**config.mk**
```make
export PLATFORM = sky130hd
export DESIGN_NAME = alu32_pipe_ctrl_flat
export DESIGN_NICKNAME = d
export VERILOG_FILES = /design/src/rtl/alu32_pkg.sv /design/src/rtl/alu32_pipe_ctrl_if.sv /design/src/rtl/alu32_out_fifo.sv /design/src/rtl/alu32_pipe_ctrl.sv /design/src/flat_wrapper.sv
export SDC_FILE = /design/constraint.sdc
export NUM_CORES = 1
export LEC_CHECK = 0
export CAP_MARGIN = 20
export CORE_AREA = 3 3 159 115
export DETAILED_ROUTE_END_ITERATION = 8
export DIE_AREA = 0 0 162 118
export PLACE_DENSITY = 0.85
export REMOVE_ABC_BUFFERS = 1
export SLEW_MARGIN = 20
export SYNTH_ARGS = -nofsm -noshare
export SYNTH_HDL_FRONTEND = slang
export SYNTH_SLANG_ARGS = --single-unit
```
**constraint.sdc**
```tcl
create_clock -name clk_i -period 2.2 [get_ports clk_i]
set_input_delay 0.44 -clock clk_i [delete_from_list [all_inputs] [get_ports clk_i]]
set_output_delay 0.44 -clock clk_i [all_outputs]
set_load 0.01 [all_outputs]
```
**src/rtl/alu32_pkg.sv**
```systemverilog
// Opcodes and result-entry field widths shared by the ALU pipeline controller.
package alu32_pkg;

  localparam logic [2:0] OP_AND   = 3'd0;
  localparam logic [2:0] OP_OR    = 3'd1;
  localparam logic [2:0] OP_XOR   = 3'd2;
  localparam logic [2:0] OP_NOT   = 3'd3;
  localparam logic [2:0] OP_ADD   = 3'd4;
  localparam logic [2:0] OP_SHL   = 3'd5;
  localparam logic [2:0] OP_SHR   = 3'd6;
  localparam logic [2:0] OP_TRUNC = 3'd7;

  localparam int DATA_W = 32;
  localparam int OP_W   = 3;
  localparam int FLAG_W = 2;

  // Carry-out only has meaning for ADD; every other op reports 0.
  function automatic logic gate_carry(input logic [OP_W-1:0] op, input logic co);
    return (op == OP_ADD) && co;
  endfunction

endpackage

```
**src/rtl/alu32_pipe_ctrl_if.sv**
```systemverilog
// Request, ALU-side and result-side signals of the ALU pipeline controller.
interface alu32_pipe_ctrl_if #(
  parameter int TAG_W = 4
);

  logic                          in_valid;
  logic                          in_ready;
  logic [alu32_pkg::DATA_W-1:0]  in1;
  logic [alu32_pkg::DATA_W-1:0]  in2;
  logic                          ci;
  logic [alu32_pkg::OP_W-1:0]    op;
  logic [TAG_W-1:0]              tag;

  logic [alu32_pkg::DATA_W-1:0]  alu_in1;
  logic [alu32_pkg::DATA_W-1:0]  alu_in2;
  logic                          alu_ci;
  logic [alu32_pkg::OP_W-1:0]    alu_a;
  logic [alu32_pkg::DATA_W-1:0]  alu_out;
  logic                          alu_co;

  logic                          out_valid;
  logic                          out_ready;
  logic [alu32_pkg::DATA_W-1:0]  result;
  logic                          carry_out;
  logic                          zero;
  logic [alu32_pkg::OP_W-1:0]    out_op;
  logic [TAG_W-1:0]              out_tag;

  modport slave (
    input  in_valid, in1, in2, ci, op, tag, alu_out, alu_co, out_ready,
    output in_ready, alu_in1, alu_in2, alu_ci, alu_a,
    output out_valid, result, carry_out, zero, out_op, out_tag
  );

  modport master (
    output in_valid, in1, in2, ci, op, tag, alu_out, alu_co, out_ready,
    input  in_ready, alu_in1, alu_in2, alu_ci, alu_a,
    input  out_valid, result, carry_out, zero, out_op, out_tag
  );

endinterface

```
**src/rtl/alu32_out_fifo.sv**
```systemverilog
// Generic synchronous circular FIFO; a push is refused when full, a pop when empty.
module alu32_out_fifo #(
  parameter int DATA_W = 8,
  parameter int DEPTH  = 2
) (
  input  logic              clk_i,
  input  logic              rst_i,
  input  logic              push_i,
  input  logic [DATA_W-1:0] push_data_i,
  input  logic              pop_i,
  output logic [DATA_W-1:0] pop_data_o,
  output logic              full_o,
  output logic              empty_o
);

  localparam int AW = $clog2(DEPTH);
  localparam int CW = AW + 1;

  logic [DATA_W-1:0] mem_q [DEPTH];
  logic [AW-1:0]     wr_ptr_q, wr_ptr_d;
  logic [AW-1:0]     rd_ptr_q, rd_ptr_d;
  logic [CW-1:0]     count_q, count_d;
  logic              do_push, do_pop;

  assign full_o  = (count_q == CW'(DEPTH));
  assign empty_o = (count_q == '0);
  assign do_pop  = pop_i && !empty_o;
  assign do_push = push_i && !full_o;

  // Power-of-two depth lets the pointers wrap by plain overflow.
  always_comb begin
    wr_ptr_d = wr_ptr_q;
    rd_ptr_d = rd_ptr_q;
    count_d  = count_q;
    if (do_push) wr_ptr_d = wr_ptr_q + 1'b1;
    if (do_pop)  rd_ptr_d = rd_ptr_q + 1'b1;
    case ({do_push, do_pop})
      2'b10:   count_d = count_q + 1'b1;
      2'b01:   count_d = count_q - 1'b1;
      default: count_d = count_q;
    endcase
  end

  always_ff @(posedge clk_i) begin
    if (rst_i) begin
      wr_ptr_q <= '0;
      rd_ptr_q <= '0;
      count_q  <= '0;
      for (int i = 0; i < DEPTH; i++) mem_q[i] <= '0;
    end else begin
      wr_ptr_q <= wr_ptr_d;
      rd_ptr_q <= rd_ptr_d;
      count_q  <= count_d;
      if (do_push) mem_q[wr_ptr_q] <= push_data_i;
    end
  end

  assign pop_data_o = mem_q[rd_ptr_q];

endmodule

```
**src/rtl/alu32_pipe_ctrl.sv**
```systemverilog
// Operand stage feeding an external 32-bit ALU, with flagged results queued for writeback.
module alu32_pipe_ctrl
  import alu32_pkg::*;
#(
  parameter int TAG_W     = 4,
  parameter int OUT_DEPTH = 2
) (
  input logic              clk_i,
  input logic              rst_i,
  alu32_pipe_ctrl_if.slave bus_if
);

  localparam int ENTRY_W = DATA_W + FLAG_W + OP_W + TAG_W;

  logic              v1_q, v1_d;
  logic [DATA_W-1:0] in1_q, in1_d;
  logic [DATA_W-1:0] in2_q, in2_d;
  logic              ci_q, ci_d;
  logic [OP_W-1:0]   op_q, op_d;
  logic [TAG_W-1:0]  tag_q, tag_d;

  logic               fifo_full, fifo_empty;
  logic               s1_adv, accept, pop;
  logic [ENTRY_W-1:0] push_data, head_data;

  // Only the registered full flag gates S1, so OutReady never reaches InReady.
  assign s1_adv          = v1_q && !fifo_full;
  assign bus_if.in_ready = !rst_i && (!v1_q || s1_adv);
  assign accept          = bus_if.in_valid && bus_if.in_ready;

  always_comb begin
    v1_d  = v1_q;
    in1_d = in1_q;
    in2_d = in2_q;
    ci_d  = ci_q;
    op_d  = op_q;
    tag_d = tag_q;
    if (accept) begin
      v1_d  = 1'b1;
      in1_d = bus_if.in1;
      in2_d = bus_if.in2;
      ci_d  = bus_if.ci;
      op_d  = bus_if.op;
      tag_d = bus_if.tag;
    end else if (s1_adv) begin
      v1_d = 1'b0;
    end
  end

  always_ff @(posedge clk_i) begin
    if (rst_i) begin
      v1_q  <= 1'b0;
      in1_q <= '0;
      in2_q <= '0;
      ci_q  <= 1'b0;
      op_q  <= '0;
      tag_q <= '0;
    end else begin
      v1_q  <= v1_d;
      in1_q <= in1_d;
      in2_q <= in2_d;
      ci_q  <= ci_d;
      op_q  <= op_d;
      tag_q <= tag_d;
    end
  end

  assign bus_if.alu_in1 = in1_q;
  assign bus_if.alu_in2 = in2_q;
  assign bus_if.alu_ci  = ci_q;
  assign bus_if.alu_a   = op_q;

  assign push_data = {bus_if.alu_out, gate_carry(op_q, bus_if.alu_co),
                      (bus_if.alu_out == '0), op_q, tag_q};

  alu32_out_fifo #(
    .DATA_W (ENTRY_W),
    .DEPTH  (OUT_DEPTH)
  ) u_out_fifo (
    .clk_i       (clk_i),
    .rst_i       (rst_i),
    .push_i      (s1_adv),
    .push_data_i (push_data),
    .pop_i       (pop),
    .pop_data_o  (head_data),
    .full_o      (fifo_full),
    .empty_o     (fifo_empty)
  );

  assign bus_if.out_valid = !fifo_empty;
  assign pop              = bus_if.out_valid && bus_if.out_ready;

  assign {bus_if.result, bus_if.carry_out, bus_if.zero, bus_if.out_op, bus_if.out_tag} = head_data;

endmodule

```
**src/flat_wrapper.sv**
```systemverilog
// flat-port wrapper written by rule: the top's interface ports become plain ports
module alu32_pipe_ctrl_flat import alu32_pkg::*;
#(
  parameter int TAG_W     = 4,
  parameter int OUT_DEPTH = 2
)
  (clk_i, rst_i, bus_if_in_valid, bus_if_in1, bus_if_in2, bus_if_ci, bus_if_op, bus_if_tag, bus_if_alu_out, bus_if_alu_co, bus_if_out_ready, bus_if_in_ready, bus_if_alu_in1, bus_if_alu_in2, bus_if_alu_ci, bus_if_alu_a, bus_if_out_valid, bus_if_result, bus_if_carry_out, bus_if_zero, bus_if_out_op, bus_if_out_tag);
  alu32_pipe_ctrl_if #(.TAG_W(TAG_W)) bus_if_i ();
  input logic clk_i;
  input logic rst_i;
  input wire logic [$bits(bus_if_i.in_valid)-1:0] bus_if_in_valid;
  input wire logic [$bits(bus_if_i.in1)-1:0] bus_if_in1;
  input wire logic [$bits(bus_if_i.in2)-1:0] bus_if_in2;
  input wire logic [$bits(bus_if_i.ci)-1:0] bus_if_ci;
  input wire logic [$bits(bus_if_i.op)-1:0] bus_if_op;
  input wire logic [$bits(bus_if_i.tag)-1:0] bus_if_tag;
  input wire logic [$bits(bus_if_i.alu_out)-1:0] bus_if_alu_out;
  input wire logic [$bits(bus_if_i.alu_co)-1:0] bus_if_alu_co;
  input wire logic [$bits(bus_if_i.out_ready)-1:0] bus_if_out_ready;
  output wire logic [$bits(bus_if_i.in_ready)-1:0] bus_if_in_ready;
  output wire logic [$bits(bus_if_i.alu_in1)-1:0] bus_if_alu_in1;
  output wire logic [$bits(bus_if_i.alu_in2)-1:0] bus_if_alu_in2;
  output wire logic [$bits(bus_if_i.alu_ci)-1:0] bus_if_alu_ci;
  output wire logic [$bits(bus_if_i.alu_a)-1:0] bus_if_alu_a;
  output wire logic [$bits(bus_if_i.out_valid)-1:0] bus_if_out_valid;
  output wire logic [$bits(bus_if_i.result)-1:0] bus_if_result;
  output wire logic [$bits(bus_if_i.carry_out)-1:0] bus_if_carry_out;
  output wire logic [$bits(bus_if_i.zero)-1:0] bus_if_zero;
  output wire logic [$bits(bus_if_i.out_op)-1:0] bus_if_out_op;
  output wire logic [$bits(bus_if_i.out_tag)-1:0] bus_if_out_tag;
  assign bus_if_i.in_valid = bus_if_in_valid;
  assign bus_if_i.in1 = bus_if_in1;
  assign bus_if_i.in2 = bus_if_in2;
  assign bus_if_i.ci = bus_if_ci;
  assign bus_if_i.op = bus_if_op;
  assign bus_if_i.tag = bus_if_tag;
  assign bus_if_i.alu_out = bus_if_alu_out;
  assign bus_if_i.alu_co = bus_if_alu_co;
  assign bus_if_i.out_ready = bus_if_out_ready;
  assign bus_if_in_ready = bus_if_i.in_ready;
  assign bus_if_alu_in1 = bus_if_i.alu_in1;
  assign bus_if_alu_in2 = bus_if_i.alu_in2;
  assign bus_if_alu_ci = bus_if_i.alu_ci;
  assign bus_if_alu_a = bus_if_i.alu_a;
  assign bus_if_out_valid = bus_if_i.out_valid;
  assign bus_if_result = bus_if_i.result;
  assign bus_if_carry_out = bus_if_i.carry_out;
  assign bus_if_zero = bus_if_i.zero;
  assign bus_if_out_op = bus_if_i.out_op;
  assign bus_if_out_tag = bus_if_i.out_tag;
  alu32_pipe_ctrl #(.TAG_W(TAG_W), .OUT_DEPTH(OUT_DEPTH)) u_core (.clk_i(clk_i), .rst_i(rst_i), .bus_if(bus_if_i));
endmodule
```
==> summary.md <==
| Metric | Value |
|---|---|
| Count of final hold-check violations | `0` |
| Clk slew on worst S/H paths | `0.06 ns` |
| DRC viols | `0` |
| Measured slew at the worst slew-check pin | `0.5782 ns` |
| CP Launch Type | `flop` |
| Synth top area share | `0.3504` |
| Crit path buf inv count | `3` |
| CTS H-tree lvls | `4` |
| Core ar. | `0.01692 sq mm` |
| Via count | `4509` |
| Switching Fraction | `0.2615` |
| Area leader, netlist | `edfxtp_1` |
| FF-to-FF Start | `u_core.v1_q$_SDFFE_PP0P_` |
| Routed WL | `16.56 mm` |
| Most used DFF post-synth | `edfxtp_1` |
| Layout cells sized above 1 | `0.2432` |
| Critical Path Sink Type | `output pin` |
| Worst EP arrival | `1.70 ns` |
| Most frequent cells in the layout | `clkdlybuf4s50_1, edfxtp_1, and2_1` |
| Delay-heaviest family, CP | `buffers and inverters` |
| EDFF count, synth | `82` |
| Static leakage | `0.004126 uW` |
| Clock Skews | `0.007533 ns` |
| Pin count of the biggest net entering global routing | `73` |
| Tcrit/Tclk final | `0.9712` |
| Ys Warns | `0` |
| Switch Pwr | `2193 uW` |
| Cell Int Power | `6193 uW` |
| Setup_tns | `0 ns` |
| Most common cell after layout, fill and taps aside | `clkdlybuf4s50_1` |
| Netlist Area Pre-Place | `0.007028 sq mm` |
| Min-delay src | `rst_i` |
| Port Buffers | `219` |
| CTS tree | `built` |
| PwrDens | `835.0 mW/mm^2` |
| Ranking of synthesized cells by area | `edfxtp_1, dfxtp_1, mux2_4` |
| Mapped Cells | `500` |
| Worst R2R End | `u_core.bus_if.alu_in1[18]$_SDFFE_PP0P_` |
| RSZ-0062 raised after global routing | `false` |
| Dpl ws | `0.1291 ns` |
| Yosys cell types | `35` |
| WHS Path Cells | `2` |
| Finished Core Util | `0.5937` |
| Area grow syn2layout | `42.91%` |
| Die Area | `0.01912 sq mm` |
| # IOs | `220` |
| Run status | `complete, no violations` |
| Max-cap violations | `0` |
| DRT iter0 DRCs | `217` |
| Yosys reg bits | `160` |
| Vias in the first global route | `4818` |
| CP Max Fanout | `11` |
| Diode count | `0` |
| Routed WL per cell | `17.12 um` |
| CP required | `1.76 ns` |
| Min Hold Slack | `0.3643 ns` |
| Peak Freq | `0.4680 GHz` |
| Hold buffers post-CTS | `0` |
| R2R Setup Slk | `0.38 ns` |
| Cell Chain, Critical Path | `buf_12 -> buf_4 -> mux2_2 -> clkdlybuf4s15_1` |
| Syn avg cell area | `14.06 sq um` |
| Initial antenna violation count | `0` |
| Final min period | `2.137 ns` |
| Worst reg-to-reg path cell count | `4` |
| Gr ovfl total | `0` |
| Clock Sinks | `160` |
| FFs w/ async S/R, synth | `0` |
| Setup WS post-layout | `0.06343 ns` |
| Deepest clock path buffer count | `2` |
| Starting density of the core | `0.4155` |
| Sequential fraction of the synthesis area | `0.5725` |
| Hold Path Sink | `u_core.v1_q$_SDFFE_PP0P_` |
| Worst skew pair latency | `0.42 ns` |
| Endpoints failing setup | `0` |
| Power share of the clock group | `0.334` |
| Die X | `162 um` |
| # rows | `40` |
| Fin cells | `967` |
| Antenna-violating nets left | `0` |
| Overall Global Routing Usage | `0.1750` |
| Routability congestion estimate | `0.7798` |
| VDD IR max | `0.4591 mV` |
| Pins Over Slew Limit | `0` |
| DP HPWL | `11.50 mm` |
| Filler cells | `1355` |
| NumNets Final | `833` |
| Die height | `118 um` |
| Seq pwr share | `0.426` |
| Slowest-stage cell, CP | `dfxtp_4` |
| Dpl cells | `931` |
| Hold crit path type | `input port to flop` |
| Via density | `4.663` |
| Drt pass-1 iters | `4` |
| Comb power frac | `0.240` |
| Clock root cell | `clkbuf_16` |
| First-pass GRT wire length | `26.12 mm` |
| Worst rel slew slack | `0.6127` |
| Crit Path Category | `flop to output pin` |
| Crit path largest cell delay | `0.41 ns` |
| CTS Buf Count | `17` |
==> kinds of logic after synthesis <==
kind of cell               share of synthesized area
and+or+nand+nor                               0.1625
DFF                                           0.5725
muxes                                         0.2184
buffers and inverters                        0.03258
AOI/OAI and AO/OA                           0.008368
xor gates and xnor gates                    0.003739
adders and majority gates                   0.001780
==> worst reg2reg max path, cell delays in order, from the launching register on <==
cell and delay [ns]:
dfxtp_1 0.43, inv_2 0.12, o211ai_4 0.52, buf_12 0.29, mux2_2 0.36
==> through the flow <==
step	power (uW)	cell area, sq um
2_1_floorplan	4586	6807
3_3_place_gp	5663	9487
3_5_place_dp	5699	9487
4_1_cts	8494	10070
5_1_grt	8732	10040
6_report	8386	10040
==> layer usage <==
| layer | vias up | GRT usage | part of all wire |
|---|---|---|---|
| li1 | 2184 | - | - |
| met1 | 2128 | 0.2188 | 0.44 |
| met2 | 183 | 0.2712 | 0.45 |
| met3 | 14 | 0.08618 | 0.11 |
| met4 | 0 | 0.04475 | 0.0086 |
| met5 | - | 0 | 0 |
==> power by group through the flow <==
stage / sequential [uW] / combinational [uW] / clock, uW
2_1_floorplan: 3690 / 893 / 0
3_3_place_gp: 3600 / 2060 / 0
3_5_place_dp: 3610 / 2090 / 0
4_1_cts: 3570 / 2050 / 2870
5_1_grt: 3600 / 2150 / 2980
6_report: 3570 / 2010 / 2800
==> synth_stat cells (2+ instances only) <==
| cell | instances |
|---|---|
| nor2b_1 | 72 |
| and2_1 | 78 |
| buf_1 | 4 |
| buf_8 | 7 |
| o21ai_0 | 2 |
| mux2_2 | 43 |
| buf_4 | 5 |
| edfxtp_1 | 82 |
| clkbuf_2 | 2 |
| nand4_1 | 3 |
| clkbuf_1 | 13 |
| mux2_4 | 70 |
| nor2_1 | 6 |
| nor3_1 | 2 |
| nor4_1 | 8 |
| dfxtp_1 | 78 |
| nand2_1 | 3 |
| xnor2_1 | 2 |
| a21oi_1 | 4 |
==> area by class of cell <==
type	instances	area, sq um	area share
Inverter	2	7.507	0.0007475
Tap cell	231	289.0	0.02878
Timing Repair Buffer	236	2375	0.2365
Multi-Input combinational cell	306	2781	0.2769
Clock buffer	18	429.2	0.04273
Sequential cell	160	4029	0.4011
Clock inverter	14	132.6	0.01321
==> what timing repair did <==
item                       CTS  global route
resized for setup           56             5
setup endpoints to repair   42             5
setup buffers                3             0
cloned                       1             0
==> state kept, by name, summed over array words and instances (netlist names), named ones only <==
signal	flops
u_core.u_out_fifo.mem_q	82
u_core.bus_if.alu_in1	32
u_core.bus_if.alu_in2	32
u_core.tag_q	4
u_core.bus_if.alu_a	3
u_core.u_out_fifo.count_q	2
u_core.bus_if.alu_ci	1
u_core.u_out_fifo.rd_ptr_q	1
u_core.u_out_fifo.wr_ptr_q	1
u_core.v1_q	1
==> worst max path at each step <==
stage | startpoint | end | slack, ns | cells past startpoint
finish | flop | bus_if_result[30] | 0.06 | 4
global route | flop | bus_if_result[30] | 0.004 | 4
CTS | flop | bus_if_result[15] | 0.01 | 4
detailed placement | bus_if_alu_out[17] | u_core.u_out_fifo.mem_q[1][7]$_SDFFCE_PN0P_ | 0.13 | 4
global placement | bus_if_alu_out[17] | u_core.u_out_fifo.mem_q[1][7]$_SDFFCE_PN0P_ | 0.16 | 4
floorplan | u_core.u_out_fifo.count_q[0]$_SDFFE_PP0P_ | u_core.bus_if.alu_in1[18]$_SDFFE_PP0P_ | -0.76 | 3
Note: power is estimated with default switching activity, not from simulation.
